## src/rtl/us_delay_arbiter.sv

```systemverilog
// us_delay_arbiter: round-robin share of one us down-counter among N_REQ requesters.
// Ports: clk, rst_n, clk_1MHz, req, dly_us -> grant, done, busy, cur_cnt. Option: US_ARB_ABORT_EN.
module us_delay_arbiter #(
  parameter int N_REQ = 4,
  parameter int DLY_W = 16
) (
  input  logic                   clk,
  input  logic                   rst_n,
  input  logic                   clk_1MHz,
  input  logic [N_REQ-1:0]       req,
  input  logic [N_REQ*DLY_W-1:0] dly_us,
  output logic [N_REQ-1:0]       grant,
  output logic [N_REQ-1:0]       done,
  output logic                   busy,
  output logic [DLY_W-1:0]       cur_cnt
);

  localparam int PW = (N_REQ > 1) ? $clog2(N_REQ) : 1;

  localparam logic [1:0] IDLE  = 2'd0;
  localparam logic [1:0] COUNT = 2'd1;
  localparam logic [1:0] DONE  = 2'd2;

  logic [1:0]       state;
  logic [PW-1:0]    rr_ptr;
  logic [PW-1:0]    w_q;
  logic [N_REQ-1:0] served;
  logic [DLY_W-1:0] cnt;
  logic             clk_1MHz_d;

  logic             tick;
  logic             abort;
  logic [N_REQ-1:0] elig;
  logic             found;
  logic [PW-1:0]    win;
  logic [PW:0]      idx;
  logic [N_REQ-1:0] win_oh;
  logic [DLY_W-1:0] win_dly;
  logic [PW-1:0]    w_next;

  assign tick    = clk_1MHz & ~clk_1MHz_d;
  assign elig    = req & ~served;
  assign busy    = (state != IDLE);
  assign cur_cnt = cnt;

`ifdef US_ARB_ABORT_EN
  assign abort = (state == COUNT) & ~req[w_q];
`else
  assign abort = 1'b0;
`endif

  // Rotating priority search starting at rr_ptr.
  always_comb begin
    found = 1'b0;
    win   = '0;
    idx   = '0;
    for (int k = 0; k < N_REQ; k++) begin
      idx = {1'b0, rr_ptr} + (PW+1)'(k);
      if (idx >= (PW+1)'(N_REQ))
        idx = idx - (PW+1)'(N_REQ);
      if (!found && elig[idx[PW-1:0]]) begin
        found = 1'b1;
        win   = idx[PW-1:0];
      end
    end
  end

  always_comb begin
    win_oh      = '0;
    win_oh[win] = 1'b1;
  end

  assign win_dly = dly_us[int'(win)*DLY_W +: DLY_W];
  assign w_next  = (w_q == PW'(N_REQ-1)) ? '0 : w_q + 1'b1;

  always_ff @(posedge clk or negedge rst_n) begin
    if (!rst_n) begin
      state      <= IDLE;
      rr_ptr     <= '0;
      w_q        <= '0;
      served     <= '0;
      cnt        <= '0;
      clk_1MHz_d <= 1'b0;
      grant      <= '0;
      done       <= '0;
    end else begin
      clk_1MHz_d <= clk_1MHz;
      served     <= served & req;
      done       <= '0;
      unique case (state)
        IDLE: begin
          if (found) begin
            grant <= win_oh;
            w_q   <= win;
            cnt   <= win_dly;
            if (win_dly == '0) begin
              state <= DONE;
              done  <= win_oh;
            end else begin
              state <= COUNT;
            end
          end
        end
        COUNT: begin
          // An abort wins over a terminal tick in the same cycle.
          if (abort) begin
            grant  <= '0;
            cnt    <= '0;
            state  <= IDLE;
            rr_ptr <= w_next;
          end else if (tick) begin
            if (cnt > DLY_W'(1)) begin
              cnt <= cnt - 1'b1;
            end else begin
              cnt   <= '0;
              state <= DONE;
              done  <= grant;
            end
          end
        end
        DONE: begin
          grant  <= '0;
          state  <= IDLE;
          served <= (served & req) | grant;
          rr_ptr <= w_next;
        end
        default: begin
          grant <= '0;
          state <= IDLE;
        end
      endcase
    end
  end

endmodule

```

## config.mk

```make
export PLATFORM = sky130hd
export DESIGN_NAME = us_delay_arbiter
export DESIGN_NICKNAME = d
export VERILOG_FILES = /design/src/rtl/us_delay_arbiter.sv
export SDC_FILE = /design/constraint.sdc
export NUM_CORES = 1
export LEC_CHECK = 0
export CAP_MARGIN = 30
export CELL_PAD_IN_SITES_DETAIL_PLACEMENT = 0
export CELL_PAD_IN_SITES_GLOBAL_PLACEMENT = 1
export CORE_MARGIN = 2
export CORE_UTILIZATION = 33
export CTS_CLUSTER_DIAMETER = 120
export DETAILED_ROUTE_END_ITERATION = 10
export HOLD_SLACK_MARGIN = 0.02
export MAX_ROUTING_LAYER = met4
export PLACE_DENSITY = 0.79
export SLEW_MARGIN = 20
export SYNTH_ARGS = -nofsm -noshare
export SYNTH_HDL_FRONTEND = slang
export SYNTH_SLANG_ARGS = --single-unit
```

## constraint.sdc

```tcl
create_clock -name clk -period 2.4 [get_ports clk]
set_input_delay 0.24 -clock clk [delete_from_list [all_inputs] [get_ports clk]]
set_output_delay 0.24 -clock clk [all_outputs]
set_load 0.02 [all_outputs]
```

# Yosys cells after proc, flatten, opt, wreduce, memory -nomap -nowiden
# Index checks and enable logic that the tools add are counted.
dict set report word_totals {
  regBits 35
  out_inout_bits 25
}
dict set report classes {
  add_sub_neg 9
  magnitude_cmp 11
  eq_ne 6
  n_shift 1
  muxes 40
  bitwise_logic 7
  n_reduce_logical 15
}
# op n
set op_table {}
lappend op_table {{$shiftx 64x7->16} 1}
lappend op_table {{$mux 16} 3}
lappend op_table {{$pmux 16 s2} 1}
lappend op_table {{$mux 2} 13}
lappend op_table {{$mux 4} 6}
lappend op_table {{$gt 16x1->1 const B} 1}
lappend op_table {{$logic_not 16->1} 1}
lappend op_table {{$pmux 4 s2} 2}
lappend op_table {{$sub 16x1->16 const B} 1}
lappend op_table {{$lt 2x3->1 const B} 5}
lappend op_table {{$ge 3x3->1 const B} 3}
lappend op_table {{$mux 1} 9}
lappend op_table {{$and 4x4->4} 2}
lappend op_table {{$bmux 1 s2} 4}
lappend op_table {{$sub 2x1->2 const B} 4}
lappend op_table {{$add 2x2->3 const B} 2}
lappend op_table {{$ne 2x2->1 const B} 3}
lappend op_table {{$reduce_and 3->1} 2}
lappend op_table {{$eq 2x2->1 const B} 2}
lappend op_table {{$logic_and 1x1->1} 4}
lappend op_table {{$not 4->4} 1}
lappend op_table {{$or 4x4->4} 1}
lappend op_table {{$pmux 2 s2} 1}
lappend op_table {{$reduce_and 2->1} 2}
lappend op_table {{11 further kinds} 15}

# Depth between registers and ports, before layout
dict set report depth {
  ltp_word 21
  mapped_depth 8
}

# Worst setup path before layout
# Ideal clock, no wire load.
dict set report synth_path {
  kind {register -> register}
  startpoint {reg cnt[0] (netlist: cur_cnt[0])}
  endpoint {reg cnt[10] (netlist: cur_cnt[10])}
  setup_ns 0.144
  t_arrival_ns 1.801
  t_required_ns 2.256
  setup_slack_ns 0.455
  stages_incl_launch_ff 8
  n_path_buf 0
  synth_period_minus_slack_ns 1.945
  path_cell_list {dfrtp_1 -> inv_1 -> ha_1 -> nor3b_2 -> nand3_1 -> o311a_1 -> a221oi_1 -> o221ai_1}
}
dict set report synth_via {
  elab_chain_len 4
  word_cells_on_any_way 5
}
# element line_no
set synth_lines {}
lappend synth_lines {{start: declaration} 28} ;# logic [DLY_W-1:0] cnt;
lappend synth_lines {{start signal: assignment} 95} ;# cnt <= win_dly;
lappend synth_lines {{start signal: assignment} 113} ;# cnt <= cnt - 1'b1;
lappend synth_lines {{$sub 16x1->16 or $gt 16x1->1 (tied branches)} {113, 112}}
lappend synth_lines {{$mux 16 *} 112} ;# if (cnt > DLY_W'(1)) begin
lappend synth_lines {{$mux 16 *} 111} ;# end else if (tick) begin
lappend synth_lines {{$pmux 16 s2 *} 90} ;# unique case (state)
# Mark *: on every way between the ends. The rest lies on a longest branch, timed or not. The select of a mux whose other input is x is not followed.
# A chain may end at the register's enable or synchronous reset.

# Worst setup path after layout
dict set report layout_path {
  startpoint {reg served[1]}
  endpoint {reg cnt[7] (netlist: cur_cnt[7])}
}
dict set report layout_via {
  elab_chain_len 17
  word_cells_on_any_way 29
}
# element line_no
set layout_lines {}
lappend layout_lines {{start: declaration} 27} ;# logic [N_REQ-1:0] served;
lappend layout_lines {{start signal: assignment} 88} ;# served <= served & req;
lappend layout_lines {{start signal: assignment} 124} ;# served <= (served & req) | grant;
lappend layout_lines {{$not 4->4 *} 42} ;# assign elig = req & ~served;
lappend layout_lines {{$and 4x4->4 *} 42}
lappend layout_lines {{$bmux 1 s2} 61} ;# if (!found && elig[idx[PW-1:0]]) begin
lappend layout_lines {{$mux 1 (implied by the code)} 61}
lappend layout_lines {{$mux 1} 61}
lappend layout_lines {{$logic_not 1->1} 61}
lappend layout_lines {{$logic_and 1x1->1} 61}
lappend layout_lines {{$mux 1} 61}
lappend layout_lines {{$logic_not 1->1} 61}
lappend layout_lines {{$logic_and 1x1->1} 61}
lappend layout_lines {{$mux 1} 61}
lappend layout_lines {{$logic_not 1->1} 61}
lappend layout_lines {{$logic_and 1x1->1} 61}
lappend layout_lines {{$mux 2} 61}
lappend layout_lines {{$shiftx 64x7->16} 73} ;# assign win_dly = dly_us[int'(win)*DLY_W +: DLY_W];
lappend layout_lines {{$mux 16} 92} ;# if (found) begin
lappend layout_lines {{$pmux 16 s2} 90}
# Marked as above.

==> summary.md <==
| Metric | Value |
|---|---|
| Reg2Reg Depth | 6 |
| Top cells by instance count after synthesis | dfrtp_1 (35), mux2i_1 (33), nand2_1 (24), nor2_1 (24), nor4_1 (19) |
| Delay of the slowest cell on the worst path | approximately 0.45 ns |
| Yosys top cell by area | dfrtp_1 |
| Crit path capture | cur_cnt[7] |
| Final nets | 460 |
| RSZ-0062 raised after global routing | false |
| Clock sinks | 35 |
| Internal power | roughly 1.6 mW |
| Post-synth top flop | dfrtp_1 |
| CTS Hold Bufs | 0 |
| Clock buffer depth | 2 |
| Slew headroom | 60.1% |
| Combinational share of power | around two fifths |
| Fillers | ~750 |
| Max H-tree Level | 2 |
| TNS Setup | 0 ns |
| Syn Inst Count | approximately 270 |
| Worst setup SP type | register |
| Critical Path Stages | 6 |
| # diodes | 0 |
| Endpoints failing hold | 0 |
| Top delay family on crit path | compound AO/OA/AOI/OAI gates |
| All-Layer GR Usage | between 20 and 25% |
| Max-Cap Viols | 0 |
| Share of post-route cells with drive strength above 1 | between 10% and 20% |
| CP Buf/Inv Count | 0 |
| Tightest Hold Check Type | input pin to asynchronous set/reset pin |
| CP Cell Sequence | and2b_4, a2bb2oi_1, o211ai_1, o21ai_4, o2bb2ai_1, or3_1 |
| Part of the power in the clock network | approximately a quarter |
| Switching Fraction | a little over a third |
| Initial core utilization | 33.5% |
| Sequential share of power | a little over a third |
| Setup CP Type | register to register |
| Register area share after synthesis | between 30% and 40% |
| Status | finished, final reports clean |
| CP Data Required Time | between 2 and 3 ns |
| Sw Pwr | 892 uW |
| Core ar. | 7610 um^2 |
| Clk_skew | slightly below 0.007 ns |
| Multi-input gate area | approximately 1600 um^2 |
| Hpwl dp | roughly 7300 um |
| GP Congestion | around 0.9 |
| Final core occ | between 50% and 60% |
| FF-to-FF End | cur_cnt[7] |
| Final worst-path cycle share | between 90% and 100% |
| Reg2reg start | served[1] |
| Critical Path Slowest Stage Cell | o21ai_4 |
| GRT overflow | 0 |
| Worst-Skew Late Latency | 0.30 ns |
| Area share of the largest cell type after synthesis | about a third |
| Die footprint | ~8400 um^2 |
| Placed Area | around 3800 um^2 |
| Total wire length | 9180 um |
| Root Driver | clkbuf_8 |
| Sequential cell area | 876 um^2 |
| Max Clock Freq | around 460 MHz |
| CTS buffer count | 5 |
| Critical Path AT | about 2.4 ns |
| Initial antenna violation count | 0 |
| Die Y | 91.8 um |
| Crit. Startpoint | served[1] |
| Hold WS | 0.371 ns |
| Post-layout instance area | slightly below 4000 um^2 |
| Post-Syn Nets | ~350 |
| DRC | 0 |
| Period minus WS final | about 2.2 ns |
| Crit-path max FO | 15 |
| Most area-consuming cells after synthesis | dfrtp_1 (34%), mux2i_1 (13%), nor4_1 (4.7%) |
| Distinct cells, synth | 63 |
| Detailed-router iteration count before antenna repair | 4 |
| Seq cells post-synth | 35 |
| Worst Tran Pin Value | roughly 0.59 ns |
| Crit end category | register |
| Yosys warns | 0 |
| Reg clk slew, reported paths | approximately 0.080 ns |
| Final ANT Viol Nets | 0 |
| Leakage | about 1.5 nW |
| Pwr per Cell Area | around 650 nW/um^2 |
| Area Overhead vs Synth | 52.9% |
| Syn Area/Cell | 9.36 um^2 |
| Vias per inst | between 5 and 6 |
| Post-synth EDFFs | 0 |
| Most numerous cell in the Yosys netlist | dfrtp_1 |
| Max VDD drop | 440 uV |
| Vias in the first global route | 2811 |
| Total power | roughly 2.5 mW |
| # port buffers | between 90 and 100 |
| Ys async rst share | 100% |
| I/O Pins | 96 |
| Drt wl/cell | about 19 um |
| Max Slew Vio Count | 0 |
| Post-synthesis cell area | approximately 2500 um^2 |
| Endpoints failing setup | 0 |
| 1st-iter DRT viols | about 130 |
| Largest net degree at the start of global routing | 36 |
| Die width | 91.8 um |
| Setup slack, reg-to-reg | 0.24 ns |
| CTS tree | built |
| Num rows | 32 |
| DR vias | 2680 |
| First-pass GRT wire length | around 15000 um |
-- repair_timing --
action	in CTS	in global routing
gates resized for setup	0	1
setup endpoints to repair	0	1
setup buffers	0	0
-- routing by layer --
layer  vias up  share of wire, %  global-route usage, %
met3        12               3.5                   3.04
met5         -                 0                      -
met4         0               1.1                   4.98
met1      1310                45                   28.5
li1       1292                 -                      -
met2        66                51                   39.6
-- flip-flops by register name, indices dropped and copies added, names as in the netlist --
register	cells
clk_1MHz_d	1
cur_cnt	16
done	4
grant	4
rr_ptr	2
served	4
state	2
w_q	2
-- final cells by class --
cell class / count / area share, %
Clock buffer: 6 / 1.86
Clock inverter: 2 / 1.54
Inverter: 5 / 0.482
Multi-Input combinational cell: 224 / 41.1
Sequential cell: 35 / 22.5
Tap cell: 102 / 3.28
Timing Repair Buffer: 115 / 29.3
-- cells by family after synthesis --
group / after synthesis / synth area share [%]
buffers and inverters: 13 / 3.14
adder cells (fa/ha/maj): 3 / 1.47
AND/OR/NAND/NOR: 110 / 24.6
flip-flops: 35 / 34.4
AO/OA/AOI/OAI: 74 / 21.7
multiplexers: 37 / 14.7
-- power by group through the flow --
stage | Sequential, mW | Combinational (mW) | Clock [mW]
3_5_place_dp | 0.892 | 0.982 | 0
2_1_floorplan | 0.995 | 0.327 | 0
4_1_cts | 0.887 | 0.988 | 0.659
3_3_place_gp | 0.895 | 0.970 | 0
6_report | 0.894 | 0.983 | 0.653
5_1_grt | 0.911 | 1.05 | 0.685
-- cells in the final DEF, fill, tap and decap left out, types with 2 or more instances in the layout --
master	n
or3_1	3
nor4_1	19
inv_1	5
nand3b_1	3
o41ai_1	2
nor2_1	24
nand2_1	24
a32o_1	2
o211ai_1	3
nor2b_1	5
o221ai_1	4
o22a_1	2
and2_1	2
clkbuf_8	5
nand2b_1	3
mux2_1	2
a211o_1	6
clkdlybuf4s50_1	95
buf_12	3
o21ai_0	11
ha_1	3
a22o_1	4
a21oi_1	6
nand4_1	2
mux2_2	2
nor3_1	8
buf_4	17
dfrtp_1	35
o21ai_1	6
bufinv_16	2
nand3_1	4
and2b_4	2
o22ai_1	8
mux2i_1	33
-- worst register-to-register path: stages (launching register included) --
cell       delay [ns]
dfrtp_1          0.38
and2b_4          0.30
a2bb2oi_1        0.24
o211ai_1         0.18
o21ai_4          0.45
o2bb2ai_1        0.14
or3_1            0.35
-- how the worst min path moves through the flow --
stage               slack (ns)  cells after the start   start         end
floorplan                -0.06                      0   rst_n  clk_1MHz_d
global placement          0.48                      2  w_q[1]      w_q[1]
detailed placement        0.48                      2  w_q[1]      w_q[1]
CTS                       0.38                      2   rst_n   rr_ptr[1]
global route              0.40                      2   rst_n      w_q[0]
finish                    0.37                      2   rst_n   rr_ptr[1]
-- metrics by stage --
stage               std cells  setup slack, ns
floorplan                 272            0.455
global placement          481           -0.116
detailed placement        481           -0.151
CTS                       489            0.116
global route              489            0.111
finish                    489            0.238
(Power assumes the default switching activity.)
